**config.mk**
```make
export PLATFORM = sky130hd
export DESIGN_NAME = ifetch_stage
export DESIGN_NICKNAME = d
export VERILOG_FILES = /design/src/rtl/ifetch_stage.sv
export SDC_FILE = /design/constraint.sdc
export NUM_CORES = 1
export LEC_CHECK = 0
export BUFFER_PORTS_ARGS = -buffer_cell sky130_fd_sc_hd__buf_2
export CAP_MARGIN = 20
export CORE_MARGIN = 2
export CORE_UTILIZATION = 55
export CTS_BUF_LIST = sky130_fd_sc_hd__clkbuf_2 sky130_fd_sc_hd__clkbuf_4 sky130_fd_sc_hd__clkbuf_8
export CTS_CLUSTER_SIZE = 12
export DETAILED_ROUTE_END_ITERATION = 8
export PLACE_DENSITY_LB_ADDON = 0.3
export SETUP_SLACK_MARGIN = 0.02
export SLEW_MARGIN = 0
export SYNTH_ARGS = -nofsm -noshare
export SYNTH_HDL_FRONTEND = slang
export SYNTH_SLANG_ARGS = --single-unit
```
**constraint.sdc**
```tcl
create_clock -name clk -period 26.5 [get_ports clk]
set_clock_uncertainty 0.15 [all_clocks]
set_input_delay 2.65 -clock clk [delete_from_list [all_inputs] [get_ports clk]]
set_output_delay 2.65 -clock clk [all_outputs]
set_load 0.05 [all_outputs]
```
**src/rtl/ifetch_stage.sv**
```systemverilog
// ifetch_stage: RV64 instruction fetch with PC ownership, redirect/stale-drop handling and output buffer.
// Define IFETCH_SKID_EN for a 2-entry skid buffer; otherwise a single entry.
module ifetch_stage #(
    parameter logic [63:0] RESET_PC = 64'h8000_0000
) (
    input  logic        clk,
    input  logic        reset,
    output logic        ireq_valid,
    output logic [63:0] ireq_addr,
    input  logic        iresp_data_ok,
    input  logic [31:0] iresp_data,
    input  logic [64:0] branch,
    input  logic [64:0] csr_flush,
    output logic        out_valid,
    input  logic        out_ready,
    output logic [95:0] out_data,
    output logic        out_misaligned
);
`ifdef IFETCH_SKID_EN
    localparam logic [1:0] DEPTH = 2'd2;
`else
    localparam logic [1:0] DEPTH = 2'd1;
`endif
    typedef enum logic [1:0] {REQ, DROP, WAIT, HALT} state_t;
    state_t      state_q, state_d;
    logic [63:0] pc_q, pc_d, stale_q, target;
    logic [1:0]  cnt_q, cnt_d, cnt_pop;
    logic [96:0] head_q, head_d, tail_q, tail_d, push_ent;
    logic        redir, pop, push;
    // branch/csr_flush are {valid, target}; buffer entries are {misaligned, raw_instr, pc}
    assign redir          = branch[64] | csr_flush[64];
    assign target         = csr_flush[64] ? csr_flush[63:0] : branch[63:0];
    assign out_valid      = cnt_q != 2'd0;
    assign pop            = out_valid & out_ready;
    assign cnt_pop        = cnt_q - {1'b0, pop};
    assign out_data       = out_valid ? head_q[95:0] : 96'd0;
    assign out_misaligned = out_valid & head_q[96];
    assign ireq_valid     = !reset && ((state_q == REQ && pc_q[1:0] == 2'b00) || state_q == DROP);
    assign ireq_addr      = state_q == DROP ? stale_q : pc_q;
    always_comb begin
        state_d  = state_q;
        pc_d     = pc_q;
        push     = 1'b0;
        push_ent = {1'b0, iresp_data, pc_q};
        case (state_q)
            REQ: begin
                if (pc_q[1:0] != 2'b00) begin
                    if (cnt_pop < DEPTH) begin
                        push     = 1'b1;
                        push_ent = {1'b1, 32'h0000_0013, pc_q};
                        state_d  = HALT;
                    end
                end else if (iresp_data_ok) begin
                    push    = 1'b1;
                    pc_d    = pc_q + 64'd4;
                    state_d = cnt_pop < DEPTH - 2'd1 ? REQ : WAIT;
                end
            end
            DROP:    state_d = iresp_data_ok ? REQ : DROP;
            WAIT:    state_d = cnt_pop < DEPTH ? REQ : WAIT;
            default: state_d = HALT;
        endcase
        // a redirect never withdraws a live request; its response is dropped in DROP
        if (redir) begin
            push    = 1'b0;
            pc_d    = target;
            state_d = (ireq_valid && !iresp_data_ok) ? DROP : REQ;
        end
        cnt_d  = redir ? 2'd0 : cnt_pop + {1'b0, push};
        head_d = (pop && cnt_q == 2'd2) ? tail_q : (push && cnt_pop == 2'd0) ? push_ent : head_q;
        tail_d = (push && cnt_pop == 2'd1) ? push_ent : tail_q;
    end
    always_ff @(posedge clk) begin
        if (reset) begin
            state_q <= REQ;
            pc_q    <= RESET_PC;
            stale_q <= RESET_PC;
            cnt_q   <= 2'd0;
        end else begin
            state_q <= state_d;
            pc_q    <= pc_d;
            stale_q <= state_q == DROP ? stale_q : pc_q;
            cnt_q   <= cnt_d;
        end
    end
    always_ff @(posedge clk) begin
        head_q <= head_d;
        tail_q <= tail_d;
    end
endmodule
```
==> impl_metrics.py, run 1 <==
metrics = {
    "cts": {
        "cts_setup_buffers": 0,
        "clk_latency_ns": 0.57,
        "clk_pin_slew_worst_paths_ns": 0.06,
        "numClockSinks": 326,
        "cts_resized": 0,
        "clockBufferDepth": 3,
        "cts_root_buffer": "clkbuf_8",
        "cts_tree": "built",
        "cts_max_level": 2,
        "cts_hold_repair.buffers": 0,
        "cts_buffers": 52,
    },
    "timing": {
        "maxSlewHeadroom_pct": 31.5,
        "fin_setup_tns_ns": 0,
        "fin_ws_ns": 20.50,
        "rsz0062_at_grt": "no",
        "worst_slew_pin_slew_ns": 1.02,
        "holdWs_ns": 0.286,
        "finalHoldViolations": 0,
        "fmax_mhz": 167,
        "drv_slew": 0,
        "min_period_ns": 6.00,
        "fin_crit_sh_pct": 22.6,
        "setup_viol": 0,
    },
    "worst_setup_path": {
        "path_class": "in -> out",
        "cp-start-kind": "input pin",
        "crit_fanout": 2,
        "required_ns": 23.70,
        "end_kind": "output pin",
        "critPathArrivalTime_ns": 3.20,
    },
    "logic_synthesis": {
        "syn-mean-instance-area_um2": 10.9,
        "synth_edf_count": 194,
        "synth_common_cells": "nand2_1 (222), and2_1 (195), edfxtp_1 (194)",
        "async_reset_ff_share_pct": 0,
        "yosysMostFrequentCell": "nand2_1",
        "synth_cell_type_count": 60,
        "ys_warn_count": 0,
        "synth_flop_cell": "edfxtp_1",
        "ys_seq_area_share_pct": 57.5,
        "syn_inst": 1354,
        "syn-num-nets": 1522,
        "yosys.area.top_type": "edfxtp_1",
        "synth_top_area_share_pct": 39.6,
        "syn_area_mm2": 0.0147,
        "yosys-top-cells-area": "edfxtp_1 (40%), dfxtp_1 (18%), and2_1 (8.3%)",
        "ys_ff_latch": 326,
    },
    "layout": {
        "final_nets": 1833,
        "register_area_mm2": 0.00847,
        "multi_input_area_mm2": 0.00588,
        "n_fill_cell": 1984,
        "drive_gt1_share_pct": 31.9,
        "area_growth_pct": 20.3,
        "fin_cells": 2049,
    },
    "floorplan": {
        "rows": 59,
        "die_area_mm2": 0.0281,
        "core_region_area_mm2": 0.0262,
        "die-height_um": 168,
        "pin_count": 329,
        "initial_core_util_pct": 56.2,
        "die_w_um": 168,
    },
    "detailed_routing": {
        "drtAntennaViolNets": 0,
        "vias": 11603,
        "avgRoutedWirePerCell_um": 19.5,
        "drc_errors": 0,
        "vias_per_cell": 5.66,
        "drt-initial-drc-count": 1294,
        "drt_pre_antenna_iters": 6,
        "totalWireLength_um": 39900,
    },
    "power": {
        "switchingPower_uw": 322,
        "pwr-share-clk_pct": 36.5,
        "p_per_area_mw_per_mm2": 66.8,
        "p_leak_nw": 7.44,
        "swShare_pct": 27.2,
        "p_seq_share_pct": 49.2,
        "p_total_mw": 1.18,
        "intPower_uw": 861,
        "vdd_drop_max_v": 0.0000428,
        "comb_power_share_pct": 14.4,
    },
    "job": {
        "drv_cap": 0,
    },
    "placed_design": {
        "dp.cells": 1945,
        "port_buffers": 328,
        "dp_hpwl_um": 26700,
        "place_congestion": 0.898,
        "place_ws_ns": 20.23,
    },
    "global_route": {
        "grt_overflow": 0,
        "track_usage_pct": 28.0,
        "antenna_found_initial": 6,
        "grt_pass1_wl_um": 61300,
        "grt_max_degree": 77,
        "first_global_vias": 11243,
    },
    "hold_path": {
        "holdCritPathClass": "reg -> reg",
    },
    "outcome": {
        "status": "complete, no violations",
    },
}
[layout make-up]
| class | count | share of cell area, % |
|---|---|---|
| timing repair buffer | 345 | 10.1 |
| tap | 335 | 2.37 |
| multi-input combinational | 921 | 33.2 |
| sequential | 326 | 47.8 |
| clock buffer | 82 | 5.49 |
| inverter | 19 | 0.403 |
| antenna | 6 | 0.0848 |
| clock inverter | 15 | 0.523 |
[worst max-delay path, stage by stage]
cell	delay (ns)
buf_2	0.15
nor2_1	0.10
buf_2	0.29
[state kept, by name, summed over array words and instances, names as in the netlist]
signal   cells
tail_q      97
pc_q        64
cnt_q        2
state_q      2
stale_q     64
head_q      97
[power groups by stage]
stage / Sequential [mW] / Combinational, mW / Clock, mW
5_1_grt: 0.584 / 0.182 / 0.462
2_1_floorplan: 0.587 / 0.121 / 0
6_report: 0.581 / 0.170 / 0.431
4_1_cts: 0.581 / 0.169 / 0.436
3_5_place_dp: 0.591 / 0.168 / 0
3_3_place_gp: 0.590 / 0.165 / 0
[per-stage QoR]
stage,cell area (um^2),util [%]
6_report,17700,67.6
5_1_grt,17700,67.6
4_1_cts,17700,67.4
3_5_place_dp,16600,63.4
3_3_place_gp,16600,63.4
2_1_floorplan,14700,-
[routing by layer]
metal / GRT usage (%) / wire [um] / vias up
met5: 0 / 0 / -
met4: 8.47 / 805 / 0
met3: 5.44 / 3040 / 60
met2: 47.0 / 19600 / 494
met1: 37.0 / 16400 / 5608
li1: - / - / 5441
[cell usage in the layout, fill, tap and decap left out, types with 30 or more instances in the layout]
cell type	netlist	routed
a21oi_1	41	41
edfxtp_1	194	194
nand2_1	222	222
dfxtp_1	132	132
xor2_1	30	30
nor2_1	37	37
clkbuf_8	0	57
buf_2	3	328
o22ai_1	30	30
and2_1	195	195
o21ai_0	46	45
mux2_2	87	87
[logic make-up (layout without fill, tap and decap cells)]
logic type | after synthesis | after routing | share of synthesized area [%]
buffers and inverters | 107 | 461 | 2.85
adder cells (fa/ha/maj) | 2 | 2 | 0.170
XOR/XNOR | 46 | 46 | 2.74
AO/OA/AOI/OAI | 182 | 182 | 7.71
other | 0 | 6 | 0
flip-flops | 326 | 326 | 57.5
AND/OR/NAND/NOR | 588 | 588 | 21.3
multiplexers | 103 | 103 | 7.74
[path summary, 6_finish.rpt]
check	from	endpoint	slack, ns	cells past startpoint
min reg2reg	pc_q[63]	tail_q[63]	0.29	0
min	pc_q[63]	tail_q[63]	0.29	0
max reg2reg	cnt_q[1]	tail_q[24]	22.39	9
max	reset	ireq_valid	20.50	3
(Power assumes the default switching activity.)
==> run 2: changes to the inputs <==
clock period = 6 ns   (was 26.5 ns; I/O delays follow)
==> run 2 against run 1 <==
Largest cell class unchanged. Via count down 0.48%. Die area unchanged. Cell area up 0.20%. Sequential cell count unchanged. Critical path type is now reg -> out. Critical path depth up 1.
==> impl_metrics.py, run 2 (synthesis gave the netlist of run 1 again) <==
metrics = {
    "outcome": {
        "status": "complete, no violations",
    },
    "detailed_routing": {
        "vias": 11547,
        "vias_per_cell": 5.64,
        "totalWireLength_um": 39300,
        "drc_errors": 0,
        "drt_pre_antenna_iters": 8,
        "drt-initial-drc-count": 903,
        "drtAntennaViolNets": 0,
        "avgRoutedWirePerCell_um": 19.2,
    },
    "floorplan": {
        "die-height_um": 168,
        "pin_count": 329,
        "die_w_um": 168,
        "initial_core_util_pct": 56.2,
        "die_area_mm2": 0.0281,
        "core_region_area_mm2": 0.0262,
        "rows": 59,
    },
    "worst_setup_path": {
        "crit_fanout": 51,
        "end_kind": "output pin",
        "cp-start-kind": "flop",
        "regToRegStartpoint": "cnt_q[1]",
        "r2r_slack_ns": 2.41,
        "regToRegEndpoint": "tail_q[30]",
        "required_ns": 5.25,
        "critPathArrivalTime_ns": 3.08,
        "path_class": "reg -> out",
        "r2r_cells": 9,
    },
    "layout": {
        "drive_gt1_share_pct": 31.8,
        "final_cell_mix": "buf_2 (328), nand2_1 (222), and2_1 (195)",
        "n_fill_cell": 2049,
        "area_growth_pct": 20.5,
        "layout_commonest_cell": "buf_2",
        "fin_cells": 2048,
        "final_nets": 1833,
        "reg_top3": "head_q (97), tail_q (97)",
    },
    "placed_design": {
        "place_congestion": 0.870,
        "port_buffers": 328,
        "dp.cells": 1946,
        "place_ws_ns": 2.39,
        "dp_hpwl_um": 26200,
    },
    "timing": {
        "worst_slew_pin_slew_ns": 1.00,
        "finalHoldViolations": 0,
        "maxSlewHeadroom_pct": 32.8,
        "fin_ws_ns": 2.17,
        "holdWs_ns": 0.0958,
        "rsz0062_at_grt": "no",
        "fin_crit_sh_pct": 63.8,
        "min_period_ns": 3.83,
        "setup_viol": 0,
        "fmax_mhz": 261,
        "drv_slew": 0,
    },
    "global_route": {
        "grt_pass1_wl_um": 60500,
        "antenna_found_initial": 4,
        "grt_max_degree": 99,
        "first_global_vias": 11142,
        "grt_overflow": 0,
        "track_usage_pct": 27.5,
    },
    "cts": {
        "cts_resized": 0,
        "cts_buffers": 52,
        "cts_root_buffer": "clkbuf_8",
        "cts_max_level": 2,
        "clk_latency_ns": 0.58,
        "numClockSinks": 326,
        "cts_hold_repair.buffers": 0,
        "cts_tree": "built",
        "clockBufferDepth": 3,
        "clk_pin_slew_worst_paths_ns": 0.06,
        "cts_setup_buffers": 0,
    },
    "hold_path": {
        "min_delay_path_depth": 2,
        "min_from": "csr_flush[25]",
        "holdCritPathClass": "in -> reg",
        "worstHoldEndpoint": "pc_q[25]",
    },
    "job": {
        "drv_cap": 0,
    },
    "power": {
        "p_leak_nw": 7.46,
        "p_total_mw": 5.28,
        "p_per_area_mw_per_mm2": 297,
        "vdd_drop_max_v": 0.000166,
    },
}
==> run 2: per-layer routing <==
metal / vias to the layer above / global-route usage, % / part of all wire (%)
met2: 524 / 45.6 / 48
li1: 5433 / - / -
met1: 5517 / 36.4 / 42
met4: 0 / 10.4 / 2.6
met5: - / 0 / 0
met3: 73 / 4.59 / 7.1
==> run 2: metrics by stage <==
stage / area, um^2 / TNS, ns / util [%]
2_1_floorplan: 14700 / -2.03 / -
3_3_place_gp: 16600 / 0 / 63.4
3_5_place_dp: 16600 / 0 / 63.5
4_1_cts: 17700 / 0 / 67.7
5_1_grt: 17700 / 0 / 67.7
6_report: 17700 / 0 / 67.7
==> run 2: layout make-up <==
cell class	instances	area, um^2	area share (%)
tap	335	419	2.36
clock buffer	80	970	5.46
timing repair buffer	345	1790	10.1
inverter	19	71.3	0.402
sequential	326	8470	47.7
clock inverter	18	130	0.733
antenna	4	10.0	0.0564
multi-input combinational	921	5890	33.2
==> run 2: worst max path at each step <==
stage	startpoint	end	slack [ns]	cells past startpoint
2_1_floorplan	cnt_q[1]	head_q[0]	-0.02	12
4_1_cts	state_q[0]	ireq_addr[34]	2.14	4
5_1_grt	state_q[0]	ireq_addr[58]	2.01	5
3_5_place_dp	out_ready	tail_q[29]	2.39	9
3_3_place_gp	out_ready	tail_q[10]	2.48	9
6_report	state_q[0]	ireq_addr[57]	2.17	4
==> run 2: critical path, cell delays in order (launching register included) <==
cell and delay [ns]:
dfxtp_1 0.43, nor2b_4 0.73, buf_4 0.63, mux2_2 0.42, buf_2 0.21
==> run 2: power by group <==
group	leakage, nW	total (mW)	internal (mW)	switching (mW)
Combinational	4.02	0.745	0.242	0.504
Sequential	2.86	2.57	2.49	0.0774
Clock	0.576	1.96	1.11	0.849
Total	7.46	5.28	3.85	1.43
==> run 3: changes to the inputs <==
ABC_AREA = 1   (was not set)
CORE_UTILIZATION = 52   (was 55)
clock period = 3.3 ns   (was 6 ns; I/O delays follow)
==> run 3 against run 2 <==
Synthesized cell count grew 53%. Sequential power grew 84%. Largest cell class unchanged. Area after synthesis grew 8.4%. Critical path depth grew 3. Non-clock buffer count grew 53. Clock power grew 88%. Sequential share of layout area shrank 4.5 points.
==> impl_metrics.py, run 3 <==
metrics = {
    "worst_setup_path": {
        "slowest_delay_ns": 0.40,
        "path_class": "reg -> out",
        "crit_chain": "inv_1 > nor2_2 > clkinv_2 > buf_12 > o21ai_0 > inv_1 > buf_2",
        "crit_fanout": 125,
        "cp_num_buf_inv": 5,
        "cp_common_cell": "inv_1",
        "required_ns": 2.82,
        "cp-start-kind": "flop",
        "crit_slowest_cell": "o21ai_0",
        "critPathArrivalTime_ns": 2.38,
        "end_kind": "output pin",
        "cp_top_family": "buffers and inverters",
    },
    "placed_design": {
        "place_congestion": 0.952,
        "port_buffers": 328,
        "place_ws_ns": 0.813,
        "dp_hpwl_um": 33600,
    },
    "layout": {
        "final_cell_mix": "nor2_1 (526), buf_2 (328), inv_1 (298)",
        "multi_input_area_mm2": 0.00600,
        "drive_gt1_share_pct": 19.8,
        "final_nets": 2597,
        "reg_top3": "head_q (97), tail_q (97)",
        "diodes": 0,
        "n_fill_cell": 2653,
        "layout_commonest_cell": "nor2_1",
        "register_area_mm2": 0.00847,
        "area_growth_pct": 22.6,
    },
    "logic_synthesis": {
        "yosys.area.top_type": "edfxtp_1",
        "synth_cell_type_count": 35,
        "syn_area_mm2": 0.0160,
        "synth_edf_count": 194,
        "yosysMostFrequentCell": "nor2_1",
        "syn_inst": 2076,
        "synth_top_area_share_pct": 36.5,
        "synth_flop_cell": "edfxtp_1",
        "ys_seq_area_share_pct": 53.0,
        "ys_warn_count": 0,
        "async_reset_ff_share_pct": 0,
        "syn-mean-instance-area_um2": 7.69,
        "ys_ff_latch": 326,
        "syn-num-nets": 2244,
        "synth_common_cells": "nor2_1 (529), inv_1 (299), nand2_1 (285)",
        "yosys-top-cells-area": "edfxtp_1 (36%), dfxtp_1 (17%), nor2_1 (12%)",
    },
    "timing": {
        "min_period_ns": 2.86,
        "finalHoldViolations": 0,
        "fin_setup_tns_ns": 0,
        "setup_viol": 0,
        "worst_slew_pin_slew_ns": 1.10,
        "fin_crit_sh_pct": 86.6,
        "maxSlewHeadroom_pct": 26.4,
        "holdWs_ns": 0.0433,
        "fmax_mhz": 350,
        "rsz0062_at_grt": "no",
        "fin_ws_ns": 0.441,
        "drv_slew": 0,
    },
    "floorplan": {
        "core_region_area_mm2": 0.0304,
        "die-height_um": 179,
        "initial_core_util_pct": 52.5,
        "rows": 64,
        "die_area_mm2": 0.0321,
        "pin_count": 329,
        "die_w_um": 179,
    },
    "global_route": {
        "grt_max_degree": 126,
        "first_global_vias": 14022,
        "antenna_found_initial": 0,
        "track_usage_pct": 29.1,
        "grt_pass1_wl_um": 72900,
        "grt_overflow": 0,
    },
    "cts": {
        "cts_resized": 0,
        "cts_buffers": 52,
        "clockBufferDepth": 3,
        "clk_latency_ns": 0.58,
        "cts_hold_repair.buffers": 49,
        "clk_pin_slew_worst_paths_ns": 0.07,
        "cts_root_buffer": "clkbuf_8",
        "cts_setup_buffers": 0,
        "numClockSinks": 326,
        "cts_max_level": 2,
        "cts_tree": "built",
    },
    "detailed_routing": {
        "vias_per_cell": 5.25,
        "avgRoutedWirePerCell_um": 16.6,
        "drt-initial-drc-count": 1301,
        "vias": 15043,
        "drtAntennaViolNets": 0,
        "drc_errors": 0,
        "totalWireLength_um": 47700,
        "drt_pre_antenna_iters": 8,
    },
    "power": {
        "p_per_area_mw_per_mm2": 517,
        "p_total_mw": 10.1,
        "vdd_drop_max_v": 0.000326,
        "p_leak_nw": 9.45,
    },
    "outcome": {
        "status": "complete, no violations",
    },
    "job": {
        "drv_cap": 0,
    },
    "hold_path": {
        "holdCritPathClass": "in -> reg",
    },
}
-- run 3: cell types whose count changed after synthesis, sizes merged, moves of 21 or more --
| cell | before | now |
|---|---|---|
| a21oi | 41 | 212 |
| and2 | 195 | 0 |
| and3 | 21 | 0 |
| buf | 15 | 41 |
| inv | 19 | 302 |
| mux2 | 87 | 5 |
| nand2 | 222 | 298 |
| nand3 | 26 | 60 |
| nor2 | 38 | 543 |
| o21ai | 50 | 183 |
| o22ai | 30 | 2 |
| xor2 | 30 | 1 |
-- run 3: cells by family (layout without fill, tap and decap cells) --
kind of cell | Yosys count | after routing | share of synthesized area (%)
simple gates | 923 | 923 | 23.3
xor+xnor | 1 | 1 | 0.0549
buf+inv | 401 | 796 | 9.75
mux | 5 | 5 | 0.353
compound gates | 418 | 418 | 13.4
fa+ha+maj | 2 | 2 | 0.157
flops | 326 | 326 | 53.0
-- run 3: cell type report --
| cell class | instances | share of cell area (%) |
|---|---|---|
| sequential | 326 | 43.3 |
| timing repair buffer | 398 | 12.1 |
| multi-input combinational | 1349 | 30.6 |
| clock inverter | 22 | 1.11 |
| clock buffer | 74 | 4.59 |
| tap | 396 | 2.53 |
| inverter | 302 | 5.80 |
-- run 3: worst reg2reg max path, stage by stage (launching register included) --
cell     delay (ns)
dfxtp_2        0.36
nor2_4         0.10
nor2_2         0.04
ha_1           0.31
nand2_2        0.09
o21ai_1        0.08
nand2_1        0.13
nor2_1         0.15
nand2_1        0.13
nor2_4         0.14
buf_12         0.34
-- run 3: power by group --
group	total, mW	internal (mW)	switching (mW)	leakage [nW]
sequential	4.74	4.58	0.158	2.89
clock	3.69	2.08	1.61	0.592
combinational	1.70	0.477	1.22	5.97
-- run 3: per-stage QoR --
stage / std cells / area [um^2] / util (%)
after floorplan: 2076 / 16000 / -
after global placement: 2722 / 18000 / 59.1
after detailed placement: 2722 / 18000 / 59.1
after CTS: 2867 / 19600 / 64.3
after global routing: 2867 / 19600 / 64.3
final: 2867 / 19600 / 64.3
-- run 3: metal layers --
metal  track usage [%]  routed length (um)  up-vias
met5                 0                   0        -
met4              8.40                1150        0
met3              4.52                3640       84
met2              48.8               22300      638
met1              39.1               20600     6959
li1                  -                   -     7362
-- run 3: path summary, 6_finish.rpt --
path,cells after the start,end,slack (ns),start
worst max-delay path,7,ireq_addr[55],0.44,state_q[0]
worst min-delay path,5,pc_q[14],0.04,branch[14]
worst max register to register,10,tail_q[32],0.87,cnt_q[1]
worst min register to register,2,stale_q[1],0.36,stale_q[1]
